File: src/rtl/approx_error_accumulator.sv
// Error statistics for an approximate adder: compares approx_sum against op_a+op_b over a run of n samples.
// Latency: a sample accepted at edge t is reflected in every statistic after edge t+2; done rises at t+3.
// Backpressure: in_ready is high only in RUN while fewer than n_samples have been accepted.
module approx_error_accumulator #(
  parameter int W     = 16,
  parameter int CNT_W = 32,
  parameter int ACC_W = 48
) (
  input  logic             clk,
  input  logic             rst,
  input  logic             start,
  input  logic             clear,
  input  logic [CNT_W-1:0] n_samples,
  input  logic             in_valid,
  output logic             in_ready,
  input  logic [W-1:0]     op_a,
  input  logic [W-1:0]     op_b,
  input  logic [W:0]       approx_sum,
  output logic             busy,
  output logic             done,
  output logic [CNT_W-1:0] sample_cnt,
  output logic [CNT_W-1:0] err_cnt,
  output logic [ACC_W-1:0] sum_abs_err,
  output logic [W:0]       max_abs_err
);

  typedef enum logic [1:0] {
    IDLE  = 2'd0,
    RUN   = 2'd1,
    DRAIN = 2'd2,
    DONE  = 2'd3
  } state_t;

  state_t state_q, state_d;

  // Run control: latched sample target and number of samples accepted so far.
  logic [CNT_W-1:0] n_q;
  logic [CNT_W-1:0] acc_cnt_q;

  // Stage 1: exact sum and the approximate result captured side by side.
  logic             s1_vld_q;
  logic [W:0]       s1_exact_q;
  logic [W:0]       s1_approx_q;

  // Stage 2: absolute error ready to be folded into the statistics.
  logic             s2_vld_q;
  logic [W:0]       s2_abs_q;
  logic [W:0]       abs_err;

  // Statistics registers and their next-state values.
  logic [CNT_W-1:0] sample_cnt_q, sample_cnt_d;
  logic [CNT_W-1:0] err_cnt_q, err_cnt_d;
  logic [ACC_W-1:0] sum_abs_err_q, sum_abs_err_d;
  logic [W:0]       max_abs_err_q, max_abs_err_d;
  logic [ACC_W:0]   sum_ext;

  logic accept;
  logic last_accept;
  logic start_ok;
  logic pipe_empty;

  assign in_ready    = (state_q == RUN) && (acc_cnt_q < n_q);
  assign accept      = in_valid && in_ready;
  assign last_accept = accept && (acc_cnt_q == (n_q - CNT_W'(1)));
  // Start is only honoured between runs; a start during RUN/DRAIN is dropped.
  assign start_ok    = start && ((state_q == IDLE) || (state_q == DONE));
  assign pipe_empty  = !s1_vld_q && !s2_vld_q;

  assign busy        = (state_q == RUN) || (state_q == DRAIN);
  assign done        = (state_q == DONE);
  assign sample_cnt  = sample_cnt_q;
  assign err_cnt     = err_cnt_q;
  assign sum_abs_err = sum_abs_err_q;
  assign max_abs_err = max_abs_err_q;

  // Next-state logic; clear overrides everything else and parks the block in IDLE.
  always_comb begin
    state_d = state_q;
    case (state_q)
      IDLE, DONE: begin
        if (start) begin
          state_d = (n_samples == '0) ? DONE : RUN;
        end
      end
      RUN: begin
        if (last_accept) begin
          state_d = DRAIN;
        end
      end
      DRAIN: begin
        // Leave only after the final sample has reached the statistics.
        if (pipe_empty) begin
          state_d = DONE;
        end
      end
    endcase
    if (clear) begin
      state_d = IDLE;
    end
  end

  // State register.
  always_ff @(posedge clk) begin
    if (rst) begin
      state_q <= IDLE;
    end else begin
      state_q <= state_d;
    end
  end

  // Run control: capture the target on an accepted start, count handshakes.
  always_ff @(posedge clk) begin
    if (rst || clear) begin
      n_q       <= '0;
      acc_cnt_q <= '0;
    end else if (start_ok) begin
      n_q       <= n_samples;
      acc_cnt_q <= '0;
    end else if (accept) begin
      acc_cnt_q <= acc_cnt_q + CNT_W'(1);
    end
  end

  // Stage 1: full-width exact sum, no truncation of the carry.
  always_ff @(posedge clk) begin
    if (rst || clear) begin
      s1_vld_q    <= 1'b0;
      s1_exact_q  <= '0;
      s1_approx_q <= '0;
    end else begin
      s1_vld_q <= accept;
      if (accept) begin
        s1_exact_q  <= {1'b0, op_a} + {1'b0, op_b};
        s1_approx_q <= approx_sum;
      end
    end
  end

  // Unsigned magnitude of the difference, subtracting the smaller from the larger.
  always_comb begin
    abs_err = '0;
    if (s1_exact_q >= s1_approx_q) begin
      abs_err = s1_exact_q - s1_approx_q;
    end else begin
      abs_err = s1_approx_q - s1_exact_q;
    end
  end

  // Stage 2: register the absolute error.
  always_ff @(posedge clk) begin
    if (rst || clear) begin
      s2_vld_q <= 1'b0;
      s2_abs_q <= '0;
    end else begin
      s2_vld_q <= s1_vld_q;
      if (s1_vld_q) begin
        s2_abs_q <= abs_err;
      end
    end
  end

  // One extra bit catches the carry out of the error sum for saturation.
  assign sum_ext = {1'b0, sum_abs_err_q} + (ACC_W+1)'(s2_abs_q);

  // Statistics update: a fresh run zeroes them, otherwise fold in each stage-2 sample with saturation.
  always_comb begin
    sample_cnt_d  = sample_cnt_q;
    err_cnt_d     = err_cnt_q;
    sum_abs_err_d = sum_abs_err_q;
    max_abs_err_d = max_abs_err_q;
    if (start_ok) begin
      sample_cnt_d  = '0;
      err_cnt_d     = '0;
      sum_abs_err_d = '0;
      max_abs_err_d = '0;
    end else if (s2_vld_q) begin
      if (sample_cnt_q != '1) begin
        sample_cnt_d = sample_cnt_q + CNT_W'(1);
      end
      if ((s2_abs_q != '0) && (err_cnt_q != '1)) begin
        err_cnt_d = err_cnt_q + CNT_W'(1);
      end
      sum_abs_err_d = sum_ext[ACC_W] ? '1 : sum_ext[ACC_W-1:0];
      if (s2_abs_q > max_abs_err_q) begin
        max_abs_err_d = s2_abs_q;
      end
    end
  end

  // Statistics registers; reset and clear discard everything.
  always_ff @(posedge clk) begin
    if (rst || clear) begin
      sample_cnt_q  <= '0;
      err_cnt_q     <= '0;
      sum_abs_err_q <= '0;
      max_abs_err_q <= '0;
    end else begin
      sample_cnt_q  <= sample_cnt_d;
      err_cnt_q     <= err_cnt_d;
      sum_abs_err_q <= sum_abs_err_d;
      max_abs_err_q <= max_abs_err_d;
    end
  end

endmodule

File: config.mk
export PLATFORM = sky130hd
export DESIGN_NAME = approx_error_accumulator
export DESIGN_NICKNAME = d
export VERILOG_FILES = /design/src/rtl/approx_error_accumulator.sv
export SDC_FILE = /design/constraint.sdc
export NUM_CORES = 1
export LEC_CHECK = 0
export BUFFER_PORTS_ARGS = -buffer_cell sky130_fd_sc_hd__clkbuf_2
export CORE_ASPECT_RATIO = 0.8
export CORE_MARGIN = 5
export CORE_UTILIZATION = 52
export DETAILED_ROUTE_END_ITERATION = 6
export GPL_TIMING_DRIVEN = 0
export PLACE_DENSITY = 0.73
export SYNTH_ARGS = -nofsm -noshare
export SYNTH_HDL_FRONTEND = slang
export SYNTH_SLANG_ARGS = --single-unit
File: constraint.sdc
create_clock -name clk -period 3.7 [get_ports clk]
set_input_delay 0.37 -clock clk [delete_from_list [all_inputs] [get_ports clk]]
set_output_delay 0.37 -clock clk [all_outputs]
set_load 0.05 [all_outputs]
After elaboration in Yosys (flattened, before gate mapping)
Index checks and enable logic that the tools add are counted.
- register bits: 248
- input port bits: 86
- output and inout bits: 132
- logic and storage cells: 60
- add/subtract/negate cells: 8
- $lt $le $gt $ge: 3
- equal/unequal tests: 9
- multiplexer cells: 7
- reduce and logical (&&, ||, !) cells: 21
- operator list (cell ; count):
    32-bit by 1-bit adder with 32-bit output (second input constant) ; 3
    32-bit != test (second input constant) ; 2
    48-bit by 17-bit adder with 49-bit output ; 1
    48-bit two-way mux ; 1
    17-bit subtractor ; 2
    32-bit equality test ; 1
    32-bit zero test ; 1
    32-bit < comparator ; 1
    32-bit by 1-bit subtractor with 32-bit output (second input constant) ; 1
    16-bit by 16-bit adder with 17-bit output ; 1
    17-bit >= comparator ; 1
    17-bit > comparator ; 1
    17-bit two-way mux ; 1
    17-bit nonzero test ; 1
    2-bit two-way mux ; 4
    1-bit logical AND ; 6
    2-bit != test (second input constant) ; 3
    2-bit one-hot mux with 3 select lines ; 1
    2-bit AND reduction ; 3
    2-bit OR reduction ; 3
    2-bit equality test (second input constant) ; 2
    1-bit logical OR ; 3
    3-bit AND reduction ; 1
    2-bit by 1-bit equality test with 1-bit output (second input constant) ; 1
    other kinds (2) ; 3

Logic depth before layout (Yosys ltp)
- depth after elaboration: 6
- gate-level depth with buffers: 16
- depth with buffers taken out: 13

Least setup slack after synthesis
No wires, ideal clock.
- kind: register to register
- start point: reg sum_abs_err_q[0], in the netlist sum_abs_err[0]
- end point: reg sum_abs_err_q[28], in the netlist sum_abs_err[28]
- setup time: 70 ps
- data arrival time: 3535 ps
- data required time: 3630 ps
- setup slack: 94 ps
- cell stages (with the launch flop): 15
- buffers on the path: 1
- clock period less this slack: 3606 ps
- cells stage by stage: dfxtp_1 > ha_1 > inv_1 > fa_1 > nor2b_1 > o21a_1 > o21ai_1 > a211oi_1 > o21ai_1 > a21o_1 > a2111oi_1 > clkbuf_1 > nand3_1 > xor2_1 > a21oi_1
- cells in the longest elaborated chain, start to end: 2
- ends and longest elaborated chain (item ; RTL line ; source):
    from (decl) ; 53 ; logic [ACC_W-1:0] sum_abs_err_q, sum_abs_err_d;
    from (signal assigned) ; 200 ; sum_abs_err_q <= sum_abs_err_d;
    48-bit by 17-bit adder with 49-bit output ; 163 ; assign sum_ext = {1'b0, sum_abs_err_q} + (ACC_W+1)'(s2_abs_q);
    48-bit two-way mux ; 183 ; sum_abs_err_d = sum_ext[ACC_W] ? '1 : sum_ext[ACC_W-1:0];
No other way between the ends.
A chain may end at the register's enable or synchronous reset.

Worst setup path in the final report
- start point: reg s2_abs_q[0]
- end point: reg sum_abs_err_q[47], in the netlist sum_abs_err[47]
- cells in the longest elaborated chain, start to end: 2
- ends and longest elaborated chain (item ; RTL line ; source):
    from (decl) ; 47 ; logic [W:0] s2_abs_q;
    from (signal assigned) ; 157 ; s2_abs_q <= abs_err;
    48-bit by 17-bit adder with 49-bit output ; 163 ;
    48-bit two-way mux ; 183 ;
No other way between the ends.

==> reports/qor.yml <==
outcome:
  status: "finished, final reports clean"
die:
  ios: 218
  die_h_um: 164
  dieWidth_um: 202
  die-area_um2: 33000
  start_util_pct: 52.4
  core.rowCount: 56
  core_region_area_um2: 29200
logic_synthesis:
  ys_ff_latch: 248
  synth.area.top_cells: "dfxtp_1 32%, ha_1 10%, xor2_1 5.5%"
  syn-num-nets: 2078
  ys_async_sr_fraction_pct: 0
  yosysTopAreaCellShare_pct: 32.4
  synth_area_leader_cell: "dfxtp_1"
  netlist_instances: 1865
  ys_seq_area_share_pct: 32.4
  syn_area_um2: 15300
  yosys.cell_types.count: 72
  synth_edf_count: 0
  yosys_warnings: 0
  dominantRegCellSynth: "dfxtp_1"
  syn_avg_cell_area_um2: 8.21
timing:
  setup_viol: 0
  max_clock_freq_mhz: 280
  fin_skew_ns: 0.00856
  finalHoldViolations: 0
  finalCriticalPeriod_ns: 3.57
  worst_pin_slew_ns: 0.781
  max_slew_margin_pct: 47.3
  tns_ns: 0
  slew_viol_final: 0
  fin_crit_sh_pct: 96.4
  setup_ws_ns: 0.134
placement:
  dpl.hpwl_mm: 33.1
  port_buffers: 217
  dpl-instance-area_um2: 16900
  dp_slack_ns: -0.263
  place_congestion: 0.934
drt:
  via_count: 14234
  drt_iter0_markers: 733
  wl_mm: 42.6
  drt_pass1_iterations: 5
  drc_errors: 0
  avgRoutedWirePerCell_um: 17.0
  postRouteAntennaNets: 0
  vias_per_cell: 5.68
cells_and_area:
  area_growth_pct: 16.9
  seq_area_um2: 4970
  nFillCells: 2620
  multiInputGateArea_um2: 9670
  final_area_um2: 17900
  final_cell_mix: "247 x dfxtp_1, 222 x clkbuf_2, 209 x nor2_1"
  drive_gt1_share_pct: 15.0
  final_core_util_pct: 61.3
  fin_nets: 2325
  final_common_cell: "dfxtp_1"
  diodes: 0
clocking:
  clockRootBuffer: "clkbuf_16"
  cts_hold_buf: 0
  cts_htree_levels: 1
  cts_buffers: 26
  clkLatencyLatePin_ns: 0.55
  clock_path_buffers: 3
  cts.clk_slew.worst_paths_ns: 0.06
  cts_tree: "yes"
  cts_sinks: 248
grt:
  grt_pass1_vias: 13311
  grt_max_degree: 14
  track_usage_pct: 24.6
  antenna_found_initial: 0
  overflow: 0
  grt_pass1_wl_mm: 68.1
run:
  max_cap_violations: 0
setup_path:
  startpoint: "s2_abs_q[0]$_SDFFE_PP0P_"
  reg2reg_setup_slack_ns: 0.13
  r2r.worst_path.cells: 13
  cp.arrival_ns: 4.01
  worstSetupPathType: "reg -> reg"
  end_kind: "flip-flop"
  startpoint_type: "flip-flop"
  critPathRequiredTime_ns: 4.15
  reg2reg_from: "s2_abs_q[0]$_SDFFE_PP0P_"
  critPathMaxFanout: 5
  endpoint: "sum_abs_err[47]$_SDFFE_PP0P_"
  timing.rr.end: "sum_abs_err[47]$_SDFFE_PP0P_"
power_and_ir_drop:
  peakVddDrop_v: 0.000269
  powerDensity_nw_per_um2: 355
  totalPowerFinal_w: 0.00636
  power_leakage_nw: 7.33
min_path:
  min_path_type: "in -> reg"
[cell usage after synthesis (7+ instances only)]
master	instances
o21ai_0	65
ha_1	123
xor2_1	96
a211oi_1	18
a31oi_1	26
dfxtp_1	248
nor2_1	209
mux2i_1	62
xnor2_1	81
mux2_2	7
and4_1	14
or3_1	16
or2_2	7
a21o_1	34
clkbuf_1	63
and3_1	50
o211ai_1	12
a21oi_1	125
nor3_1	42
and2_1	16
nor4_1	30
nand2b_1	9
nand3_1	68
nand2_1	135
inv_1	125
o21a_1	15
nor2b_1	21
nand4_1	48
[timing repair]
item,4_1_cts,5_1_grt
resized for setup,7,25
pin swaps,0,3
buffers inserted,0,3
setup endpoints to repair,42,91
[critical path, stage by stage, from the launching register on]
cell       delay (ns)
dfxtp_1          0.44
ha_1             0.21
inv_1            0.05
fa_1             0.40
nor2b_1          0.13
o21a_1           0.14
o21ai_1          0.12
a211oi_2         0.25
o21ai_1          0.15
a21o_1           0.27
a2111oi_4        0.50
nand4_1          0.27
and2_1           0.25
a311oi_1         0.27
[cell type report]
| cell class | count | share of cell area (%) |
|---|---|---|
| well taps | 377 | 2.63 |
| clock buffers | 38 | 4.40 |
| plain buffers | 73 | 1.71 |
| clock inverters | 9 | 0.692 |
| multi-input cells | 1418 | 54.0 |
| inverters | 125 | 2.62 |
| flip-flops and latches | 248 | 27.7 |
| repair buffers | 220 | 6.19 |
[through the flow]
stage                     cells  hold WS (ns)
final                      2508        0.0641
after global placement     2459         0.481
after floorplan            1865         0.460
after detailed placement   2459         0.495
after global routing       2508        0.0564
after CTS                  2506        0.0381
[flip-flops by register name, indices dropped and copies added (netlist names)]
name	flops
s2_vld_q	1
acc_cnt_q	32
sum_abs_err	48
max_abs_err	17
state_q	2
s1_exact_q	17
s1_approx_q	17
sample_cnt	32
s1_vld_q	1
n_q	32
s2_abs_q	17
err_cnt	32
[metal layers]
metal	wire length (um)	track usage, %
met5	0	0
met4	1060	6.30
met3	2690	4.27
met2	19100	40.3
met1	19800	33.9
[how the worst min path moves through the flow]
| stage | slack (ns) | depth (start not counted) | startpoint | to |
|---|---|---|---|---|
| floorplan | 0.46 | 2 | s1_approx_q[16]$_SDFFE_PP0P_ | s1_approx_q[16]$_SDFFE_PP0P_ |
| global placement | 0.48 | 2 | n_q[1]$_SDFFE_PP0P_ | n_q[1]$_SDFFE_PP0P_ |
| detailed placement | 0.49 | 2 | n_q[31]$_SDFFE_PP0P_ | n_q[31]$_SDFFE_PP0P_ |
| CTS | 0.04 | 3 | n_samples[8] | n_q[8]$_SDFFE_PP0P_ |
| global route | 0.06 | 3 | n_samples[30] | n_q[30]$_SDFFE_PP0P_ |
| finish | 0.06 | 3 | n_samples[15] | n_q[15]$_SDFFE_PP0P_ |
[report_power, final]
part | total, W | switching (W) | internal (W)
clock network | 0.00279 | 0.00111 | 0.00168
logic | 0.000846 | 0.000497 | 0.000350
registers | 0.00272 | 0.0000296 | 0.00269
[cell families after synthesis]
kind of cell	count (synthesis)	share of synthesized area [%]
compound gates	359	14.9
xor+xnor	177	10.1
fa+ha+maj	127	10.6
buf+inv	199	4.99
flops	248	32.4
mux	70	4.64
simple gates	685	22.4
Power figures use the tool's default switching activity.
